## config.mk

```make
export PLATFORM = sky130hd
export DESIGN_NAME = ledpanel_wr_arbiter
export DESIGN_NICKNAME = d
export VERILOG_FILES = /design/src/rtl/ledpanel_wr_arbiter.sv
export SDC_FILE = /design/constraint.sdc
export NUM_CORES = 1
export LEC_CHECK = 0
export ABC_AREA = 1
export BUFFER_PORTS_ARGS = -buffer_cell sky130_fd_sc_hd__buf_2
export CORE_UTILIZATION = 55
export CTS_CLUSTER_DIAMETER = 30
export DETAILED_ROUTE_END_ITERATION = 7
export PLACE_DENSITY = 0.87
export SLEW_MARGIN = 10
export SYNTH_ARGS = -nofsm -noshare
export SYNTH_HDL_FRONTEND = slang
export SYNTH_SLANG_ARGS = --single-unit
```

## constraint.sdc

```tcl
create_clock -name ctrl_clk -period 4.79 [get_ports ctrl_clk]
set_clock_uncertainty 0.2 [all_clocks]
set_input_delay 0.2395 -clock ctrl_clk [delete_from_list [all_inputs] [get_ports ctrl_clk]]
set_output_delay 0.2395 -clock ctrl_clk [all_outputs]
set_load 0.05 [all_outputs]
```

## src/rtl/ledpanel_wr_arbiter.sv

```systemverilog
// ledpanel_wr_arbiter: merges two pixel-write requesters and a full-frame fill
// engine onto one registered framebuffer write port (one write per cycle).
// Requesters are served round-robin in IDLE; FILL owns the port for exactly
// FB_DEPTH cycles, sweeping every address with the colour captured at start.
module ledpanel_wr_arbiter #(
  parameter int CHAINED = 1
) (
  input  logic        ctrl_clk,
  input  logic        ctrl_rst_n,
  input  logic        s0_valid,
  output logic        s0_ready,
  input  logic [15:0] s0_addr,
  input  logic [23:0] s0_wdat,
  input  logic        s1_valid,
  output logic        s1_ready,
  input  logic [15:0] s1_addr,
  input  logic [23:0] s1_wdat,
  input  logic        fill_start,
  input  logic [23:0] fill_color,
  output logic        fill_busy,
  output logic        fill_done,
  output logic        oob_drop,
  output logic        ctrl_en,
  output logic [15:0] ctrl_addr,
  output logic [23:0] ctrl_wdat
);

  // 17 bits so that a 16-panel chain (65536 words) still compares correctly.
  localparam logic [16:0] FB_DEPTH_W = 17'(CHAINED * 4096);
  localparam logic [15:0] LAST_ADDR  = 16'(CHAINED * 4096 - 1);

  typedef enum logic {IDLE = 1'b0, FILL = 1'b1} state_t;

  state_t      state_q, state_d;
  logic [15:0] cnt_q, cnt_d;
  logic [23:0] color_q, color_d;
  logic        last_q, last_d;      // 1: s1 was granted most recently
  logic        en_q, en_d;
  logic [15:0] addr_q, addr_d;
  logic [23:0] wdat_q, wdat_d;
  logic        oob_q, oob_d;
  logic        done_q, done_d;

  logic        hs0, hs1;
  logic [15:0] sel_addr;
  logic [23:0] sel_wdat;
  logic        sel_in_range;

  // State register.
  always_ff @(posedge ctrl_clk or negedge ctrl_rst_n) begin
    if (!ctrl_rst_n) state_q <= IDLE;
    else             state_q <= state_d;
  end

  // Next-state: fill_start only matters in IDLE; FILL ends after the last address.
  always_comb begin
    state_d = state_q;
    case (state_q)
      IDLE: if (fill_start) state_d = FILL;
      FILL: if (cnt_q == LAST_ADDR) state_d = IDLE;
      default: state_d = IDLE;
    endcase
  end

  // FSM outputs: readies are combinational, round-robin on ties, held low in FILL and reset.
  always_comb begin
    fill_busy = (state_q == FILL);
    s0_ready  = ctrl_rst_n && (state_q == IDLE) && s0_valid && (!s1_valid || last_q);
    s1_ready  = ctrl_rst_n && (state_q == IDLE) && s1_valid && (!s0_valid || !last_q);
  end

  assign hs0          = s0_valid && s0_ready;
  assign hs1          = s1_valid && s1_ready;
  assign sel_addr     = hs0 ? s0_addr : s1_addr;
  assign sel_wdat     = hs0 ? s0_wdat : s1_wdat;
  assign sel_in_range = ({1'b0, sel_addr} < FB_DEPTH_W);

  // Datapath next-state: fill writes own the port in FILL, else the granted requester.
  always_comb begin
    last_d  = last_q;
    cnt_d   = cnt_q;
    color_d = color_q;
    en_d    = 1'b0;
    addr_d  = addr_q;
    wdat_d  = wdat_q;
    oob_d   = 1'b0;
    done_d  = 1'b0;

    if (hs0)      last_d = 1'b0;
    else if (hs1) last_d = 1'b1;

    if (state_q == FILL) begin
      en_d   = 1'b1;
      addr_d = cnt_q;
      wdat_d = color_q;
      done_d = (cnt_q == LAST_ADDR);
      // Saturate at the last address; the next fill clears the counter anyway.
      if (cnt_q != LAST_ADDR) cnt_d = cnt_q + 16'd1;
    end else begin
      if (fill_start) begin
        cnt_d   = 16'd0;
        color_d = fill_color;
      end
      if (hs0 || hs1) begin
        if (sel_in_range) begin
          en_d   = 1'b1;
          addr_d = sel_addr;
          wdat_d = sel_wdat;
        end else begin
          oob_d = 1'b1;
        end
      end
    end
  end

  // Datapath registers; the grant pointer resets to s1 so s0 wins the first tie.
  always_ff @(posedge ctrl_clk or negedge ctrl_rst_n) begin
    if (!ctrl_rst_n) begin
      last_q  <= 1'b1;
      cnt_q   <= 16'd0;
      color_q <= 24'd0;
      en_q    <= 1'b0;
      addr_q  <= 16'd0;
      wdat_q  <= 24'd0;
      oob_q   <= 1'b0;
      done_q  <= 1'b0;
    end else begin
      last_q  <= last_d;
      cnt_q   <= cnt_d;
      color_q <= color_d;
      en_q    <= en_d;
      addr_q  <= addr_d;
      wdat_q  <= wdat_d;
      oob_q   <= oob_d;
      done_q  <= done_d;
    end
  end

  assign ctrl_en   = en_q;
  assign ctrl_addr = addr_q;
  assign ctrl_wdat = wdat_q;
  assign oob_drop  = oob_q;
  assign fill_done = done_q;

endmodule

```

; ---- Word level (Yosys, flattened, before mapping)
; Cells that the tools add are included.
[totals]
reg_bits = 85
out_inout_bits = 46
[op_classes]
addsub = 1
magnitude_cmp = 1
eq_ne = 3
mux = 23
bitwise = 1
n_reduce_logical = 20
[op_table]
columns = operator, count
row1 = 16-bit two-way mux, 7
row2 = 24-bit two-way mux, 4
row3 = "16-bit by 1-bit adder with 16-bit output, second input constant", 1
row4 = "16-bit by 12-bit == test with 1-bit output, second input constant", 1
row5 = "16-bit by 13-bit < comparator with 1-bit output, second input constant", 1
row6 = "16-bit by 12-bit != test with 1-bit output, second input constant", 1
row7 = 1-bit two-way mux, 11
row8 = 2-bit nonzero test, 4
row9 = 1-bit logical AND, 7
row10 = 2-bit AND reduction, 3
row11 = 1-bit zero test, 3
row12 = 1-bit logical OR, 3
row13 = "2-bit by 1-bit != test with 1-bit output, second input constant", 1
row14 = 1-bit one-hot mux with 2 select lines, 1
row15 = 1-bit NOT, 1

; ---- Depth between registers and ports, before layout
[logic_depth]
ltp_word = 10
depth_mapped = 11

; ---- Worst setup path after synthesis
; No wires, ideal clock.
[synth_path]
path_type = reg-to-reg
start = register state_q, in the netlist fill_busy
end = register last_q
t_arrival_ps = 1937
setup_slack_ps = 2578
stages_incl_launch_ff = 5
synth_period_minus_slack_ps = 2212
path_cell_list = dfrtp_1 nor2_4 nand2_1 a21oi_1 o21bai_1
[synth_via]
elab_chain_cells = 6
word_cells_on_any_way = 10
classes_between = 1 x mux / 1 x bitwise / 8 x reduce/logical
[synth_rtl]
columns = element, line
row1 = from (decl), 34  ; state_t state_q, state_d;
row2 = from (signal assigned), 52  ; else state_q <= state_d;
row3 = 1-bit NOT (no line), -
row4 = 1-bit logical AND (3 in a row), 69  ; s1_ready = ctrl_rst_n && (state_q == IDLE) && s1_valid && (!s0_valid || !last_q);
row5 = net s1_ready, 15  ; output logic s1_ready,
row6 = 1-bit logical AND, 73  ; assign hs1 = s1_valid && s1_ready;
row7 = 2-bit nonzero test (no line), -
row8 = to (signal assigned), 128  ; last_q <= last_d;
row9 = to (decl), 37  ; logic last_q, last_d;
; The timed path passes the listed nets, and every way through them passes these cells.
; A chain may end at the register's enable or synchronous reset.

; ---- Worst setup path after layout
[layout_path]
start = register state_q, in the netlist fill_busy
end = register wdat_q[18], in the netlist ctrl_wdat[18]
[layout_via]
elab_chain_cells = 9
word_cells_on_any_way = 18
classes_between = 1 x order compare / 5 x mux / 1 x bitwise / 11 x reduce/logical
[layout_rtl]
columns = element, line
row1 = 1-bit NOT (no line), -
row2 = 1-bit logical AND, "68, 69"
row3 = 1-bit logical AND (2 in a row), 68  ; s0_ready = ctrl_rst_n && (state_q == IDLE) && s0_valid && (!s1_valid || last_q);
row4 = 1-bit logical AND, 72  ; assign hs0 = s0_valid && s0_ready;
row5 = 16-bit two-way mux / 24-bit two-way mux (equally long branches), "74, 75"
row6 = 16-bit by 13-bit < comparator with 1-bit output / 24-bit two-way mux (equally long branches), "76, 105"
row7 = 2-bit nonzero test (no line) / 24-bit two-way mux (equally long branches), -
row8 = 2-bit AND reduction (no line) / 24-bit two-way mux (equally long branches), -
row9 = to (signal assigned), 133  ; wdat_q <= wdat_d;
row10 = to (decl), 40  ; logic [23:0] wdat_q, wdat_d;
; Parallel ways exist; a longest one is shown, timed or not. The select of a mux whose other input is x is not followed.

==> results.md <==
CTS:
- After clock tree synthesis, the clock-pin slew on the worst setup and hold paths is 0.10 ns.
- The post-CTS resize count is 0.
- The tree is rooted in a clkbuf_8.
- The tree built by TritonCTS fans out to 85 sinks.
- The number of clock buffers inserted by TritonCTS is 9.
- The CTS tree is built.
- After clock tree synthesis, the setup repair step added 0 buffers.
- The clock latency on the worst-skew pair is 0.36 ns.
- The maximum level of the CTS H-tree is 3.
- The number of buffers added to fix hold violations after cts is 25.
- The buffer depth of the longest clock path is 2.

Logic synthesis:
- The number of nets produced by synthesis is 700.
- The number of synthesized flops with an enable pin is 0.
- The top cell type by total area after synthesis is dfrtp_1.
- The count of warnings emitted by yosys is 0.
- Of the total synthesized cell area, the portion taken by AND, OR, NAND and NOR gates is 0.366.
- Synthesis produced a netlist whose cell count is 590.
- The commonest cells after synthesis are 207 x nand2_1, 90 x nand3_1, 84 x dfrtp_1, 40 x nor2_1, 36 x a31oi_1.
- By area, the combinational part of the netlist is dominated by simple AND/OR/NAND/NOR gates.
- In the post-synthesis netlist, the biggest area contributors are dfrtp_1 46%, nand2_1 17%, nand3_1 9.8%.
- The total of flip-flops plus latches after synthesis is 85.
- The synthesized-area fraction occupied by ao, oa, aoi and oai cells was 0.0819.
- The most frequently used cell type in the post-synthesis netlist is nand2_1.
- The adder and majority cell fraction of the synthesized area is 0.00273.
- The share of synthesized area in the top cell type comes to 0.459.
- The multiplexer share of the synthesized area is 0.
- The average size of a mapped cell is 7.77 um^2.
- For this run, asynchronously set or reset flops after synthesis account for 1.00.
- The share of the Yosys chip area taken by registers is 0.465.
- The most used flip-flop cell after synthesis is dfrtp_1.
- The cell area that synthesis handed to floorplanning was 4580 um^2.
- Of the total synthesized cell area, the portion taken by XOR and XNOR cells is 0.0153.
- Counting distinct cell types in the post-synthesis netlist gives 34.

Final layout:
- The fraction of layout instances using a drive strength above 1 is 0.293.
- The total inserted antenna cells is 0.
- The area growth from synthesis to layout is 24.6%.
- For this run, the post-layout net count is 856.

Floorplanning:
- The starting density of the core is 0.581.
- Row generation in the floorplan step produced 32 rows.
- The die covers 8700 um^2.
- The placeable core region is 7890 um^2.
- The vertical extent of the die is 93.3 um.
- For this design the top-level I/O count stands at 155.
- The floorplan step set the die width to 93.3 um.

Drt:
- Once detail routing completed, the nets flagged for antenna violations numbered 0.
- The final layout contains routed wiring with a total length of 12600 um.
- The via count is 4747.
- Before antenna repair, the detailed router went through 5 iterations.
- For this run, design rule violations remaining after detail routing come to 0.
- The wire length per cell after detailed routing is 14.8 um.
- The number of violations reported at the end of detailed-routing iteration 0 is 288.
- In the routed layout, each cell is associated on average with a via count of 5.57.

Worst setup path:
- Counting cells, the worst reg-to-reg path comes to 9.
- Among the stages of the critical path, the cell type that occurs most often is nand2_1.
- The maximum net fanout on the critical path is 41.
- The reg-to-reg endpoint is ctrl_wdat[18]$_DFFE_PN0P_.
- The data required time of the critical path is 4.84 ns.
- The critical path goes through nor2_4 > nand3_4 > nand2_1 > nand2_1 > nor2_2 > nand3_1 > buf_4 > nand3_1 > nand2_1.
- The worst register-to-register path has a setup slack of 1.59 ns.
- For this run, the slowest stage of the critical path takes 0.58 ns.
- The signal arrival time at the worst endpoint is 3.25 ns.
- The slowest library cell on the worst path is nand3_1.
- The type of destination of the critical path is a flop.
- The launching element type of the critical path is a flop.
- The start-to-end type of the worst setup path is reg2reg.
- The startpoint identified for the worst register-to-register timing path is fill_busy$_DFF_PN0_.

Place:
- The number of buffers inserted by port buffering is 154.
- The final RePlAce weighted congestion is 0.888.
- After legalization and detailed placement, the total HPWL measured 8230 um.

Global route:
- The first global-routing pass estimated 20100 um of wire.
- The total grt overflow is 0.
- In the global route stage, overall resource usage came out at 0.298.
- Entering global routing, the biggest net connects 120 pins.
- The initial antenna violation count is 0.
- The number of global-route vias before repair is 4291.

Timing:
- The number of pins with negative max-slew slack in the final report is 0.
- Derived from the worst setup path, the maximum achievable clock frequency is 313 MHz.
- The count of endpoints failing setup in the final report is 0.
- The transition time at the pin with the least slew margin is 1.17 ns.
- The aggregate negative setup slack is 0 ns.
- Setup repair after global routing left no endpoint under its margin.
- The number of hold-slack violations in the final timing report is 0.
- The relative slew slack is 0.220.
- The part of the cycle the worst path needs is 0.667.
- The worst path in the final design needs a cycle of 3.20 ns, including I/O delays and setup.

Job:
- The number of violations of the max-capacitance limit is 0.

Min path:
- The launch instance of the worst min-delay path is s0_wdat[2].
- The worst hold path passes through 5 cells.
- The path class of the tightest hold or removal check is in2reg.
- The hold path endpoint is ctrl_wdat[2]$_DFFE_PN0P_.

Power and ir drop:
- The worst-case vdd ir drop is 0.000116 V.
- The cell leakage power is 3.13 nW.
- The total power per unit cell area is 226 nW/um^2.
- The design draws 1.29 mW.

Run status:
- The run finished with clean final reports.
==> routing by layer <==
layer | part of all wire | GRT usage
met4 | 0.029 | 0.119
met2 | 0.49 | 0.493
met1 | 0.40 | 0.387
met5 | 0 | 0
met3 | 0.079 | 0.0537
==> area by class of cell <==
cell class              instances  area, um^2
fillers                       603        2180
multi-input cells             446        2140
flip-flops and latches         85        2130
repair buffers                183        1050
well taps                     102         128
clock buffers                   9         124
inverters                      21        81.3
clock inverters                 7        58.8
==> cell families (layout without fill, tap and decap cells) <==
kind of cell / after synthesis / count (layout)
flip-flops: 85 / 85
AND/OR/NAND/NOR: 382 / 382
XOR/XNOR: 8 / 8
buffers and inverters: 59 / 220
AO/OA/AOI/OAI: 55 / 55
adder cells (fa/ha/maj): 1 / 1
==> how the worst max path moves through the flow <==
| stage | startpoint | end | slack, ns | cells past startpoint |
|---|---|---|---|---|
| floorplan | fill_busy$_DFF_PN0_ | last_q$_DFFE_PN1P_ | 2.58 | 4 |
| global placement | fill_busy$_DFF_PN0_ | ctrl_wdat[19]$_DFFE_PN0P_ | 1.72 | 9 |
| detailed placement | fill_busy$_DFF_PN0_ | ctrl_addr[0]$_DFFE_PN0P_ | 1.62 | 9 |
| CTS | fill_busy$_DFF_PN0_ | ctrl_wdat[19]$_DFFE_PN0P_ | 1.60 | 9 |
| global route | fill_busy$_DFF_PN0_ | ctrl_wdat[19]$_DFFE_PN0P_ | 1.29 | 9 |
| finish | fill_busy$_DFF_PN0_ | ctrl_wdat[18]$_DFFE_PN0P_ | 1.59 | 9 |
==> registers in the layout, summed over array words and instances (netlist names) <==
| signal | cells |
|---|---|
| color_q | 24 |
| ctrl_wdat | 24 |
| cnt_q | 16 |
| ctrl_addr | 16 |
| ctrl_en | 1 |
| fill_busy | 1 |
| fill_done | 1 |
| last_q | 1 |
| oob_drop | 1 |
==> power breakdown <==
group          total (mW)  switching [mW]  internal [mW]
sequential          0.718        0.000267          0.718
combinational      0.0916          0.0418         0.0498
clock               0.480           0.284          0.196
total                1.29           0.326          0.964
==> layout by cell type (no fill, tap or decap) <==
master,instances
a21oi_1,2
nand3_4,1
o21ai_2,4
nor3_2,1
inv_8,1
buf_2,153
dlygate4sd3_1,25
a31oi_1,36
clkinv_2,3
buf_4,5
inv_1,17
nand2_4,1
nand2_1,207
dfrtp_1,84
dfstp_2,1
o22ai_2,5
or2_2,2
nand4_1,9
nor3_1,4
o21bai_1,1
xnor2_1,1
nor2_4,1
o21ai_0,4
inv_2,2
o21ai_1,3
ha_1,1
nor2_1,40
clkbuf_8,9
clkinv_4,2
clkinvlp_4,1
inv_6,2
nand2_2,23
nor2_2,3
nand3_1,90
xor2_1,7
==> stage by stage <==
step / hold slack, ns / instances / setup WS (ns) / utilization / instance area (um^2)
2_1_floorplan: -0.256 / 590 / 2.58 / - / 4580
3_3_place_gp: 0.233 / 812 / 1.72 / 0.669 / 5280
3_5_place_dp: 0.238 / 812 / 1.62 / 0.669 / 5280
4_1_cts: 0.0243 / 853 / 1.60 / 0.724 / 5710
5_1_grt: 0.0323 / 853 / 1.29 / 0.724 / 5710
6_report: 0.0320 / 853 / 1.59 / 0.724 / 5710
==> worst max-delay path, delay by kind of cell (launching register included) <==
family        cells  cell delay, ns
simple gates      8            1.85
buf+inv           1            0.46
flops             1            0.55
Note: power is estimated with default switching activity, not from simulation.
